--- src/rtl/uart_rx.sv ---
// 8N1 serial receiver: two-flop synchronizer, half-bit start qualification and
// centre-of-bit sampling, with a one-entry holding register and sticky error flags.
module uart_rx #(
   parameter int unsigned clk_freq       = 50000000,
   parameter int unsigned uart_baud_rate = 115200
) (
   input  logic       clk,
   input  logic       rst,
   input  logic       uart_rxd,
   output logic [7:0] rx_data,
   output logic       rx_avail,
   input  logic       rx_ack,
   output logic       rx_error,
   output logic       rx_overrun
);

   localparam int unsigned D      = (clk_freq + uart_baud_rate / 2) / uart_baud_rate;
   localparam logic [15:0] C_HALF = 16'(D / 2 - 1);
   localparam logic [15:0] C_FULL = 16'(D - 1);

   typedef enum logic [2:0] {
      WAIT_HIGH,
      IDLE,
      START,
      DATA,
      STOP
   } state_t;

   state_t      r_state, w_state_nx;
   logic        r_sync1, r_rxd_s;
   logic [15:0] r_cnt, w_cnt_nx;
   logic [2:0]  r_bit, w_bit_nx;
   logic [7:0]  r_shift, w_shift_nx;
   logic [7:0]  r_data, w_data_nx;
   logic        r_avail, w_avail_nx;
   logic        r_error, w_error_nx;
   logic        r_overrun, w_overrun_nx;

   always_ff @(posedge clk or negedge rst) begin
      if (!rst) begin
         r_sync1   <= 1'b0;
         r_rxd_s   <= 1'b0;
         r_state   <= WAIT_HIGH;
         r_cnt     <= '0;
         r_bit     <= '0;
         r_shift   <= '0;
         r_data    <= '0;
         r_avail   <= 1'b0;
         r_error   <= 1'b0;
         r_overrun <= 1'b0;
      end else begin
         r_sync1   <= uart_rxd;
         r_rxd_s   <= r_sync1;
         r_state   <= w_state_nx;
         r_cnt     <= w_cnt_nx;
         r_bit     <= w_bit_nx;
         r_shift   <= w_shift_nx;
         r_data    <= w_data_nx;
         r_avail   <= w_avail_nx;
         r_error   <= w_error_nx;
         r_overrun <= w_overrun_nx;
      end
   end

   // Ack clears the flags first; a delivery or framing error in the same cycle overrides it.
   always_comb begin
      w_state_nx   = r_state;
      w_cnt_nx     = r_cnt + 16'd1;
      w_bit_nx     = r_bit;
      w_shift_nx   = r_shift;
      w_data_nx    = r_data;
      w_avail_nx   = r_avail & ~rx_ack;
      w_error_nx   = r_error & ~rx_ack;
      w_overrun_nx = r_overrun & ~rx_ack;
      unique case (r_state)
         WAIT_HIGH: if (r_rxd_s) w_state_nx = IDLE;
         IDLE:      if (!r_rxd_s) w_state_nx = START;
         START: begin
            if (r_cnt == C_HALF) begin
               if (r_rxd_s) begin
                  w_state_nx = IDLE;
               end else begin
                  w_state_nx = DATA;
                  w_bit_nx   = '0;
               end
            end
         end
         DATA: begin
            if (r_cnt == C_FULL) begin
               w_cnt_nx   = '0;
               w_shift_nx = {r_rxd_s, r_shift[7:1]};
               w_bit_nx   = r_bit + 3'd1;
               if (r_bit == 3'd7) w_state_nx = STOP;
            end
         end
         STOP: begin
            if (r_cnt == C_FULL) begin
               if (r_rxd_s) begin
                  if (!r_avail || rx_ack) begin
                     w_data_nx  = r_shift;
                     w_avail_nx = 1'b1;
                  end else begin
                     w_overrun_nx = 1'b1;
                  end
                  w_state_nx = IDLE;
               end else begin
                  w_error_nx = 1'b1;
                  w_state_nx = WAIT_HIGH;
               end
            end
         end
         default: w_state_nx = WAIT_HIGH;
      endcase
      if (w_state_nx != r_state) w_cnt_nx = '0;
   end

   assign rx_data    = r_data;
   assign rx_avail   = r_avail;
   assign rx_error   = r_error;
   assign rx_overrun = r_overrun;

endmodule

--- config.mk ---
export PLATFORM = sky130hd
export DESIGN_NAME = uart_rx
export DESIGN_NICKNAME = d
export VERILOG_FILES = /design/src/rtl/uart_rx.sv
export SDC_FILE = /design/constraint.sdc
export NUM_CORES = 1
export LEC_CHECK = 0
export ABC_AREA = 1
export BUFFER_PORTS_ARGS = -buffer_cell sky130_fd_sc_hd__buf_4
export CORE_MARGIN = 5
export CORE_UTILIZATION = 36
export DETAILED_ROUTE_END_ITERATION = 6
export PLACE_DENSITY_LB_ADDON = 0.08
export SYNTH_ARGS = -nofsm -noshare
export SYNTH_HDL_FRONTEND = slang
export SYNTH_SLANG_ARGS = --single-unit
--- constraint.sdc ---
create_clock -name clk -period 5.3 [get_ports clk]
set_input_delay 0.53 -clock clk [delete_from_list [all_inputs] [get_ports clk]]
set_output_delay 0.53 -clock clk [all_outputs]
set_load 0.01 [all_outputs]
Word level (Yosys, flattened, before mapping):

Index checks and enable logic that the tools add are counted.

* flip-flop bits (word level): 43
* bits of input ports: 4
* output and inout port bits: 11
* logic and storage cells: 61

* add/subtract/negate cells: 2
* eq/ne operators: 11
* multiplexer cells: 27
* bitwise logic cells: 4
* reductions and logical operators: 7

Operator list (count)
* two-way mux 16 bit: 3
* two-way mux 3 bit: 9
* adder 16 x 1 -> 16 bit (second input constant): 1
* == test 16 x 8 -> 1 bit (second input constant): 1
* == test 16 x 9 -> 1 bit (second input constant): 1
* case mux 3 bit (5 select lines): 1
* two-way mux 1 bit: 12
* AND reduction 4 bit: 2
* == test 3 x 2 -> 1 bit (second input constant): 2
* == test 3 bit (second input constant): 2
* != test 2 bit (second input constant): 3
* case mux 3 bit (2 select lines): 1
* adder 3 x 1 -> 3 bit (second input constant): 1
* bitwise AND 1 bit: 3
* == test 3 x 1 -> 1 bit (second input constant): 1
* logical NOT 3 bit: 1
* != test 3 bit: 1
* two-way mux 2 bit: 1
* AND reduction 2 bit: 1
* nonzero test 2 bit: 1
* logical NOT 1 bit: 1
* logical OR 1 bit: 1
* NOT 1 bit: 1

Depth between registers and ports, before layout:

Gate-level depths: netlist of the first run.

* depth after elaboration: 6
* gate-level depth with buffers: 16
* depth with buffers taken out: 15

Worst setup path after synthesis of the first run:

Ideal clock, no wire load.

* path type: register to register
* from: register r_cnt[1]
* to: register r_cnt[14]
* data arrival time: 1.583 ns
* data required time: 5.172 ns
* setup slack: 3.589 ns
* cell stages (with the launch flop): 17
* buffers on the path: 1
* period minus slack after synthesis: 1.711 ns
* cell sequence: dfrtp_1 > inv_1 > ha_1 > inv_1 > nor2_2 > nand2_2 > nor2_4 > nand3_2 > nand2_2 > nand2_1 > clkinv_2 > nand2_2 > nand2_1 > nand2_2 > nand3_4 > buf_12 > nor2_4

* word-level cells in the longest chain between the ends: 5
* elaborated cells on any way between the ends: 11
* those cells by class: add/sub: 1; eq/ne: 3; mux: 7

Ends and longest elaborated chain
* from (decl): RTL line 31 `logic [15:0] r_cnt, w_cnt_nx;`
* from (signal assigned): RTL line 55 `r_cnt <= w_cnt_nx;`
* == test 16 x 9 -> 1 bit or == test 16 x 8 -> 1 bit (tied branches): RTL line 89, 97, 79
* two-way mux 3 bit, on equally long branches: RTL line 97, 79, 89
* case mux 3 bit (5 select lines) (*): RTL line 75 `unique case (r_state)`
* named net w_state_nx[1]: RTL line 29 `state_t r_state, w_state_nx;`
* != test 3 bit (*): RTL line 114 `if (w_state_nx != r_state) w_cnt_nx = '0;`
* two-way mux 16 bit (*): RTL line 114
* named net w_cnt_nx[14]: RTL line 31

The timed path passes the listed nets; every way through them passes the cells marked *.
A chain may end at the register's enable or synchronous reset.

Worst setup path in the final report of the first run:

* from: register r_cnt[0]
* to: register r_cnt[5]

* word-level cells in the longest chain between the ends: 5
* elaborated cells on any way between the ends: 11
* those cells by class: add/sub: 1; eq/ne: 3; mux: 7

Ends and longest elaborated chain (RTL line)
* parallel branches: the longest is 4 deep, another holds adder 16 x 1 -> 16 bit
* two-way mux 16 bit (*): 114
* named net w_cnt_nx[5]: 31

Mark *: on every way through the listed nets, which the timed path passes.

==> impl_metrics.xml, run 1 <==
<?xml version="1.0" encoding="UTF-8"?>
<metrics>
  <group name="sta">
    <metric name="final_period_minus_worst_setup_slack" unit="ns">2.006</metric>
    <metric name="setup_repair_after_global_routing_missed_its_margin" unit="">no</metric>
    <metric name="fin_worst_skew" unit="ns">0.006700</metric>
    <metric name="fin_hold_ws" unit="ns">0.2073</metric>
    <metric name="setup_violations" unit="">0</metric>
    <metric name="setup-tns-final" unit="ns">0</metric>
    <metric name="maxSlewHeadroom" unit="%">54.18</metric>
    <metric name="hold_viol_final" unit="">0</metric>
    <metric name="post-route-period-util" unit="%">37.85</metric>
    <metric name="number_of_pins_with_negative_max_slew_slack_in_the_final_report" unit="">0</metric>
    <metric name="achievable-frequency" unit="GHz">0.4985</metric>
    <metric name="worst-slew-pin-transition" unit="ns">0.6856</metric>
  </group>
  <group name="power_and_ir_drop">
    <metric name="seq_power_share" unit="%">42.6</metric>
    <metric name="irDropWorstVdd" unit="µV">206.0</metric>
    <metric name="report.power.total" unit="mW">0.8332</metric>
    <metric name="cell_internal_pwr" unit="mW">0.5380</metric>
    <metric name="p_per_area" unit="mW/mm²">326.8</metric>
    <metric name="leakage" unit="nW">1.154</metric>
    <metric name="pwr-share-comb" unit="%">25.4</metric>
    <metric name="clock_power_share" unit="%">32.0</metric>
    <metric name="p_sw" unit="mW">0.2952</metric>
    <metric name="power.switching_fraction" unit="%">35.43</metric>
  </group>
  <group name="global_routing">
    <metric name="grt_first_pass_wirelength" unit="mm">7.769</metric>
    <metric name="globalRouteMet1Util" unit="%">16.08</metric>
    <metric name="grt_use_met3" unit="%">3.005</metric>
    <metric name="antenna_violations_before_repair" unit="">0</metric>
    <metric name="grt_remaining_overflow" unit="">0</metric>
    <metric name="top_usage_layer" unit="">met2</metric>
    <metric name="groute.usage.overall" unit="%">11.63</metric>
    <metric name="grt.met2_usage" unit="%">17.44</metric>
    <metric name="via_count_of_the_first_global_routing_pass" unit="">1664</metric>
    <metric name="largest_net_degree_at_the_start_of_global_routing" unit="">44</metric>
  </group>
  <group name="synth">
    <metric name="syn-instance-count" unit="">270</metric>
    <metric name="synth.yosys.seq_area_share" unit="%">47.02</metric>
    <metric name="postSynthRegisterBits" unit="">43</metric>
    <metric name="synth.cells.most_frequent" unit="">44 x nand2_1, 43 x dfrtp_1, 35 x nor2_1</metric>
    <metric name="post_synth_instance_area" unit="mm²">0.002288</metric>
    <metric name="synth_area_per_cell" unit="µm²">8.476</metric>
    <metric name="netlist.area_leader.share" unit="%">47.02</metric>
    <metric name="largest_cells_by_area_after_synthesis" unit="">dfrtp_1 47%, nand2_1 7.2%, nor2_1 5.7%</metric>
    <metric name="synth.most_common_cell" unit="">nand2_1</metric>
    <metric name="synth_ff_type" unit="">dfrtp_1</metric>
    <metric name="synth_enable_flop_cells" unit="">0</metric>
    <metric name="synth_top_cell_by_area" unit="">dfrtp_1</metric>
    <metric name="yosys_warnings" unit="">0</metric>
    <metric name="synth_cell_type_count" unit="">30</metric>
    <metric name="ys_async_sr_fraction" unit="%">100.0</metric>
    <metric name="mappedNetlistNets" unit="">279</metric>
  </group>
  <group name="outcome">
    <metric name="run_status" unit="">completed</metric>
  </group>
  <group name="layout">
    <metric name="fraction_of_the_core_area_covered_by_cells_at_the_end_of_the_flow" unit="%">40.62</metric>
    <metric name="antennaDiodeCount" unit="">0</metric>
    <metric name="nFillCells" unit="">677</metric>
    <metric name="post_route_cells_drive_above_1_share" unit="%">21.68</metric>
    <metric name="stdcell_count" unit="">363</metric>
    <metric name="layout-area-overhead-vs-synth" unit="%">11.43</metric>
    <metric name="nets" unit="">294</metric>
  </group>
  <group name="worst_setup_path">
    <metric name="worst-endpoint-arrival" unit="ns">2.23</metric>
    <metric name="crit_type" unit="">reg -&gt; reg</metric>
    <metric name="end_kind" unit="">flip-flop</metric>
    <metric name="cp-start-kind" unit="">flip-flop</metric>
    <metric name="critical_path_peak_fanout" unit="">22</metric>
    <metric name="worst_ep_required_time" unit="ns">5.53</metric>
  </group>
  <group name="placement">
    <metric name="place.port_buffers" unit="">14</metric>
    <metric name="place.gp.congestion" unit="">0.8052</metric>
    <metric name="place_inst" unit="">355</metric>
    <metric name="dp.final_hpwl" unit="mm">3.171</metric>
  </group>
  <group name="cts">
    <metric name="clk-insertion-delay-late" unit="ns">0.30</metric>
    <metric name="clock_sink_count" unit="">43</metric>
    <metric name="postCtsSetupRepairBufs" unit="">0</metric>
    <metric name="cts_max_path_buffers" unit="">2</metric>
    <metric name="tritoncts" unit="">yes</metric>
    <metric name="cts-root-buf" unit="">clkbuf_8</metric>
    <metric name="clock_pin_slew_of_the_registers_on_the_worst_case_setup_and_hold_paths" unit="ns">0.09</metric>
    <metric name="cts_inserted_buffers" unit="">5</metric>
    <metric name="h-tree-depth" unit="">2</metric>
    <metric name="hold_buffer_count_at_cts" unit="">0</metric>
    <metric name="post_cts_resize_count" unit="">0</metric>
  </group>
  <group name="drt">
    <metric name="drt_wl_total" unit="mm">4.312</metric>
    <metric name="routed-via-count" unit="">1657</metric>
    <metric name="drc" unit="">0</metric>
    <metric name="drt_first_iter_violations" unit="">82</metric>
    <metric name="drt-pass1-iter-count" unit="">4</metric>
    <metric name="via_per_inst" unit="">4.565</metric>
    <metric name="ant_nets" unit="">0</metric>
    <metric name="wl_per_cell" unit="µm">11.88</metric>
  </group>
  <group name="worst_hold_path">
    <metric name="timing.hold.worst.class" unit="">in -&gt; async</metric>
  </group>
  <group name="die">
    <metric name="die_width" unit="µm">89.73</metric>
    <metric name="ios" unit="">15</metric>
    <metric name="placeableCoreArea" unit="mm²">0.006277</metric>
    <metric name="die_y" unit="µm">89.73</metric>
    <metric name="initial_utilization" unit="%">36.46</metric>
    <metric name="rows" unit="">29</metric>
    <metric name="dieArea" unit="mm²">0.008051</metric>
  </group>
  <group name="job">
    <metric name="drv.max_cap_violation_count" unit="">0</metric>
  </group>
</metrics>
-- flip-flops by register name (all words and copies together) (netlist names) --
signal	count
r_sync1	1
r_rxd_s	1
rx_overrun	1
rx_error	1
r_bit	3
r_cnt	16
rx_avail	1
r_shift	8
rx_data	8
r_state	3
-- power by group through the flow --
stage	Combinational (mW)	Clock (mW)	Sequential [mW]
global route	0.238	0.288	0.357
floorplan	0.202	0	0.358
global placement	0.218	0	0.362
CTS	0.218	0.280	0.355
detailed placement	0.218	0	0.362
finish	0.211	0.267	0.355
-- cells by family (layout without fill, tap and decap cells) --
family | after synthesis | after routing | share of synthesized area [%]
simple gates | 140 | 140 | 32.15
xor+xnor | 6 | 6 | 2.296
compound gates | 32 | 32 | 7.107
buf+inv | 44 | 60 | 8.693
fa+ha+maj | 5 | 5 | 2.734
flops | 43 | 43 | 47.02
-- metal layers --
metal	vias to the layer above	part of all wire [%]
li1	871	-
met1	761	51
met2	19	44
met3	6	3.6
met4	0	1.5
met5	-	0
-- per-stage QoR --
step | setup WS, ns | area [µm²]
floorplan | 3.589 | 2288
global placement | 3.283 | 2435
detailed placement | 3.287 | 2435
CTS | 3.256 | 2550
global route | 3.063 | 2550
finish | 3.294 | 2550
-- placed cells by master (no fill, tap or decap), types with 6 or more instances in the layout --
cell type	instances
nand2_2	12
nand2_1	44
xor2_1	6
o21ai_0	9
o21ai_1	9
buf_4	14
a21oi_1	13
inv_1	32
dfrtp_1	43
nor2_2	6
nor2_4	11
nand3_1	15
nor2_1	35
-- final cells by class --
| class | count | area (µm²) | share of cell area, % |
|---|---|---|---|
| timing repair buffer | 14 | 105.1 | 4.122 |
| multi-input combinational | 183 | 1013 | 39.74 |
| inverter | 38 | 143.9 | 5.643 |
| tap | 77 | 96.34 | 3.778 |
| clock buffer | 5 | 68.82 | 2.699 |
| clock inverter | 3 | 46.29 | 1.816 |
| sequential | 43 | 1076 | 42.20 |
-- worst paths after layout --
check	start	to	slack, ns	depth (start not counted)
min	rst	rx_data[0]$_DFFE_PN0P_	0.21	1
max in group asynchronous	rst	r_cnt[14]$_DFF_PN0_	4.73	1
max reg2reg	r_cnt[0]$_DFF_PN0_	r_cnt[5]$_DFF_PN0_	3.29	9
min in group clk	uart_rxd	r_sync1$_DFF_PN0_	0.33	1
max	r_cnt[0]$_DFF_PN0_	r_cnt[5]$_DFF_PN0_	3.29	9
min reg2reg	r_sync1$_DFF_PN0_	r_rxd_s$_DFF_PN0_	0.36	0
-- critical path, stage by stage (launching register included) --
cell and delay (ns):
dfrtp_1 0.42, ha_1 0.22, inv_1 0.08, nor2_2 0.04
nand2_2 0.08, nor2_4 0.04, and2_1 0.15, nand2_1 0.51
nand3_1 0.24, nor2_4 0.15
No activity file was read; power rests on OpenSTA's default activity.
==> inputs of run 2 (changes only) <==
clock period = 1.99 ns   (was 5.3 ns; I/O delays follow)
==> run 2 against run 1 <==
Register-to-register slack worse by 3.2 ns. Total power rose to 2.8 times the previous value. Critical path depth up 5. Critical path type unchanged. Highest routed layer unchanged. Sequential cell count unchanged. Final area up 5.4%. First-iteration DRC count up 7.3%.
==> impl_metrics.xml, run 2 (same netlist as run 1, synthesis figures left out) <==
<?xml version="1.0" encoding="UTF-8"?>
<metrics>
  <group name="power_and_ir_drop">
    <metric name="p_per_area" unit="mW/mm²">853.4</metric>
    <metric name="irDropWorstVdd" unit="µV">462.1</metric>
    <metric name="leakage" unit="nW">1.217</metric>
    <metric name="report.power.total" unit="mW">2.295</metric>
  </group>
  <group name="placement">
    <metric name="place.gp.congestion" unit="">0.7894</metric>
    <metric name="dp.final_hpwl" unit="mm">3.308</metric>
    <metric name="place.port_buffers" unit="">14</metric>
  </group>
  <group name="worst_setup_path">
    <metric name="cp-start-kind" unit="">flip-flop</metric>
    <metric name="worst-endpoint-arrival" unit="ns">2.12</metric>
    <metric name="critical_path_peak_fanout" unit="">8</metric>
    <metric name="crit_path_cell_trace" unit="">inv_2 &gt; buf_4 &gt; ha_1 &gt; nand3_2 &gt; nor2_2 &gt; nand3_2 &gt; nand2_1 &gt; nand2_2 &gt; nand2_2 &gt; nand2_2 &gt; nand2_2 &gt; nand3_4 &gt; clkbuf_16 &gt; nor2_4</metric>
    <metric name="end_kind" unit="">flip-flop</metric>
    <metric name="crit_type" unit="">reg -&gt; reg</metric>
    <metric name="slowest_delay" unit="ns">0.41</metric>
    <metric name="worst_ep_required_time" unit="ns">2.22</metric>
    <metric name="crit_top_cell" unit="">nand2_2</metric>
    <metric name="critical-path-slowest-cell" unit="">dfrtp_1</metric>
  </group>
  <group name="global_routing">
    <metric name="largest_net_degree_at_the_start_of_global_routing" unit="">44</metric>
    <metric name="via_count_of_the_first_global_routing_pass" unit="">1756</metric>
    <metric name="grt_remaining_overflow" unit="">0</metric>
    <metric name="groute.usage.overall" unit="%">12.29</metric>
    <metric name="grt_first_pass_wirelength" unit="mm">8.286</metric>
    <metric name="antenna_violations_before_repair" unit="">0</metric>
  </group>
  <group name="sta">
    <metric name="achievable-frequency" unit="GHz">0.5297</metric>
    <metric name="maxSlewHeadroom" unit="%">62.61</metric>
    <metric name="final_period_minus_worst_setup_slack" unit="ns">1.888</metric>
    <metric name="worst-slew-pin-transition" unit="ns">0.5608</metric>
    <metric name="hold_viol_final" unit="">0</metric>
    <metric name="fin_hold_ws" unit="ns">0.04922</metric>
    <metric name="setup_repair_after_global_routing_missed_its_margin" unit="">yes</metric>
    <metric name="post-route-period-util" unit="%">94.87</metric>
    <metric name="setup_violations" unit="">0</metric>
    <metric name="number_of_pins_with_negative_max_slew_slack_in_the_final_report" unit="">0</metric>
    <metric name="fin_worst_skew" unit="ns">0.006064</metric>
  </group>
  <group name="cts">
    <metric name="cts_inserted_buffers" unit="">5</metric>
    <metric name="clk-insertion-delay-late" unit="ns">0.30</metric>
    <metric name="cts_max_path_buffers" unit="">2</metric>
    <metric name="tritoncts" unit="">yes</metric>
    <metric name="h-tree-depth" unit="">2</metric>
    <metric name="cts-root-buf" unit="">clkbuf_8</metric>
    <metric name="clock_pin_slew_of_the_registers_on_the_worst_case_setup_and_hold_paths" unit="ns">0.08</metric>
    <metric name="clock_sink_count" unit="">43</metric>
  </group>
  <group name="die">
    <metric name="initial_utilization" unit="%">36.46</metric>
    <metric name="placeableCoreArea" unit="mm²">0.006277</metric>
    <metric name="rows" unit="">29</metric>
    <metric name="dieArea" unit="mm²">0.008051</metric>
    <metric name="die_y" unit="µm">89.73</metric>
    <metric name="ios" unit="">15</metric>
    <metric name="die_width" unit="µm">89.73</metric>
  </group>
  <group name="layout">
    <metric name="largest_register_ff_count" unit="">16</metric>
    <metric name="antennaDiodeCount" unit="">0</metric>
    <metric name="layout-area-overhead-vs-synth" unit="%">17.50</metric>
    <metric name="fraction_of_the_core_area_covered_by_cells_at_the_end_of_the_flow" unit="%">42.83</metric>
    <metric name="nets" unit="">306</metric>
    <metric name="most-common-layout-cells" unit="">42 x nand2_1, 42 x dfrtp_1, 33 x nor2_1</metric>
    <metric name="post_route_cells_drive_above_1_share" unit="%">28.28</metric>
    <metric name="largest_register" unit="">r_cnt</metric>
  </group>
  <group name="drt">
    <metric name="routed_metal_1_wire_length" unit="mm">2.350</metric>
    <metric name="drt_first_iter_violations" unit="">88</metric>
    <metric name="highest_layer" unit="">met4</metric>
    <metric name="wl_met2" unit="mm">2.003</metric>
    <metric name="ant_nets" unit="">0</metric>
    <metric name="drt-pass1-iter-count" unit="">4</metric>
    <metric name="via_per_inst" unit="">4.610</metric>
    <metric name="routed-via-count" unit="">1724</metric>
    <metric name="drt_wl_total" unit="mm">4.596</metric>
    <metric name="met3_length" unit="µm">170</metric>
    <metric name="wl_per_cell" unit="µm">12.29</metric>
    <metric name="drc" unit="">0</metric>
  </group>
  <group name="worst_hold_path">
    <metric name="timing.hold.worst.class" unit="">in -&gt; reg</metric>
  </group>
  <group name="outcome">
    <metric name="run_status" unit="">completed</metric>
  </group>
  <group name="job">
    <metric name="drv.max_cap_violation_count" unit="">0</metric>
  </group>
</metrics>
run 2: changes by cell type in the layout (fill, tap and decap cells not counted), moves of 2 or more:
cell / change
inv_1: -3
buf_4: +8
dlygate4sd3_1: +2
nand2_1: -2
nor2_1: -2
nand3_1: -2
nand3_2: +2
inv_2: +3
nand2_2: +2
run 2: critical path: cells and delay by family (launching register included):
| kind | cells | cell delay (ns) |
|---|---|---|
| simple gates | 10 | 0.85 |
| flops | 1 | 0.41 |
| buf+inv | 3 | 0.39 |
| fa+ha+maj | 1 | 0.16 |
run 2: power breakdown:
part / internal [mW] / switching, mW / leakage [nW] / total, mW
clock: 0.240 / 0.300 / 0.0440 / 0.540
combinational: 0.323 / 0.481 / 0.583 / 0.804
sequential: 0.910 / 0.0408 / 0.590 / 0.951
total: 1.47 / 0.822 / 1.22 / 2.29
run 2: area by class of cell:
cell class | instances | area (µm²)
fillers | 661 | 3588
flip-flops and latches | 43 | 1077
multi-input cells | 183 | 1057
repair buffers | 26 | 230.2
inverters | 38 | 145.1
well taps | 77 | 96.34
clock buffers | 5 | 68.82
clock inverters | 2 | 13.76
run 2: per-stage QoR:
step,setup WS [ns],instance area (µm²),TNS [ns],cells
floorplan,0.2793,2288,0,270
global placement,0.08744,2492,0,361
detailed placement,0.07297,2492,0,361
CTS,0.03853,2595,0,370
global route,-0.03971,2689,-0.2860,374
finish,0.1021,2689,0,374
run 2: timing repair:
item	4_1_cts	5_1_grt
hold buffers	2	0
buffers inserted	0	3
endpoints found under the hold margin	44	0
endpoints found under the setup margin	0	16
resized for setup	0	16
run 2: worst paths after layout:
check,startpoint,depth (start not counted),slack [ns],to
min in group asynchronous,rst,2,0.43,r_rxd_s$_DFF_PN0_
setup reg to reg,r_cnt[1]$_DFF_PN0_,14,0.10,r_cnt[5]$_DFF_PN0_
max in group asynchronous,rst,2,1.14,r_cnt[0]$_DFF_PN0_
hold / removal,rx_ack,2,0.05,rx_overrun$_DFF_PN0_
hold reg to reg,r_sync1$_DFF_PN0_,0,0.35,r_rxd_s$_DFF_PN0_
setup / recovery,r_cnt[1]$_DFF_PN0_,14,0.10,r_cnt[5]$_DFF_PN0_
run 2: layer usage:
layer | vias to the layer above | global-route usage (%)
met5 | - | 0
met4 | 0 | 4.156
met3 | 7 | 3.339
met2 | 26 | 18.05
met1 | 793 | 17.36
li1 | 898 | -
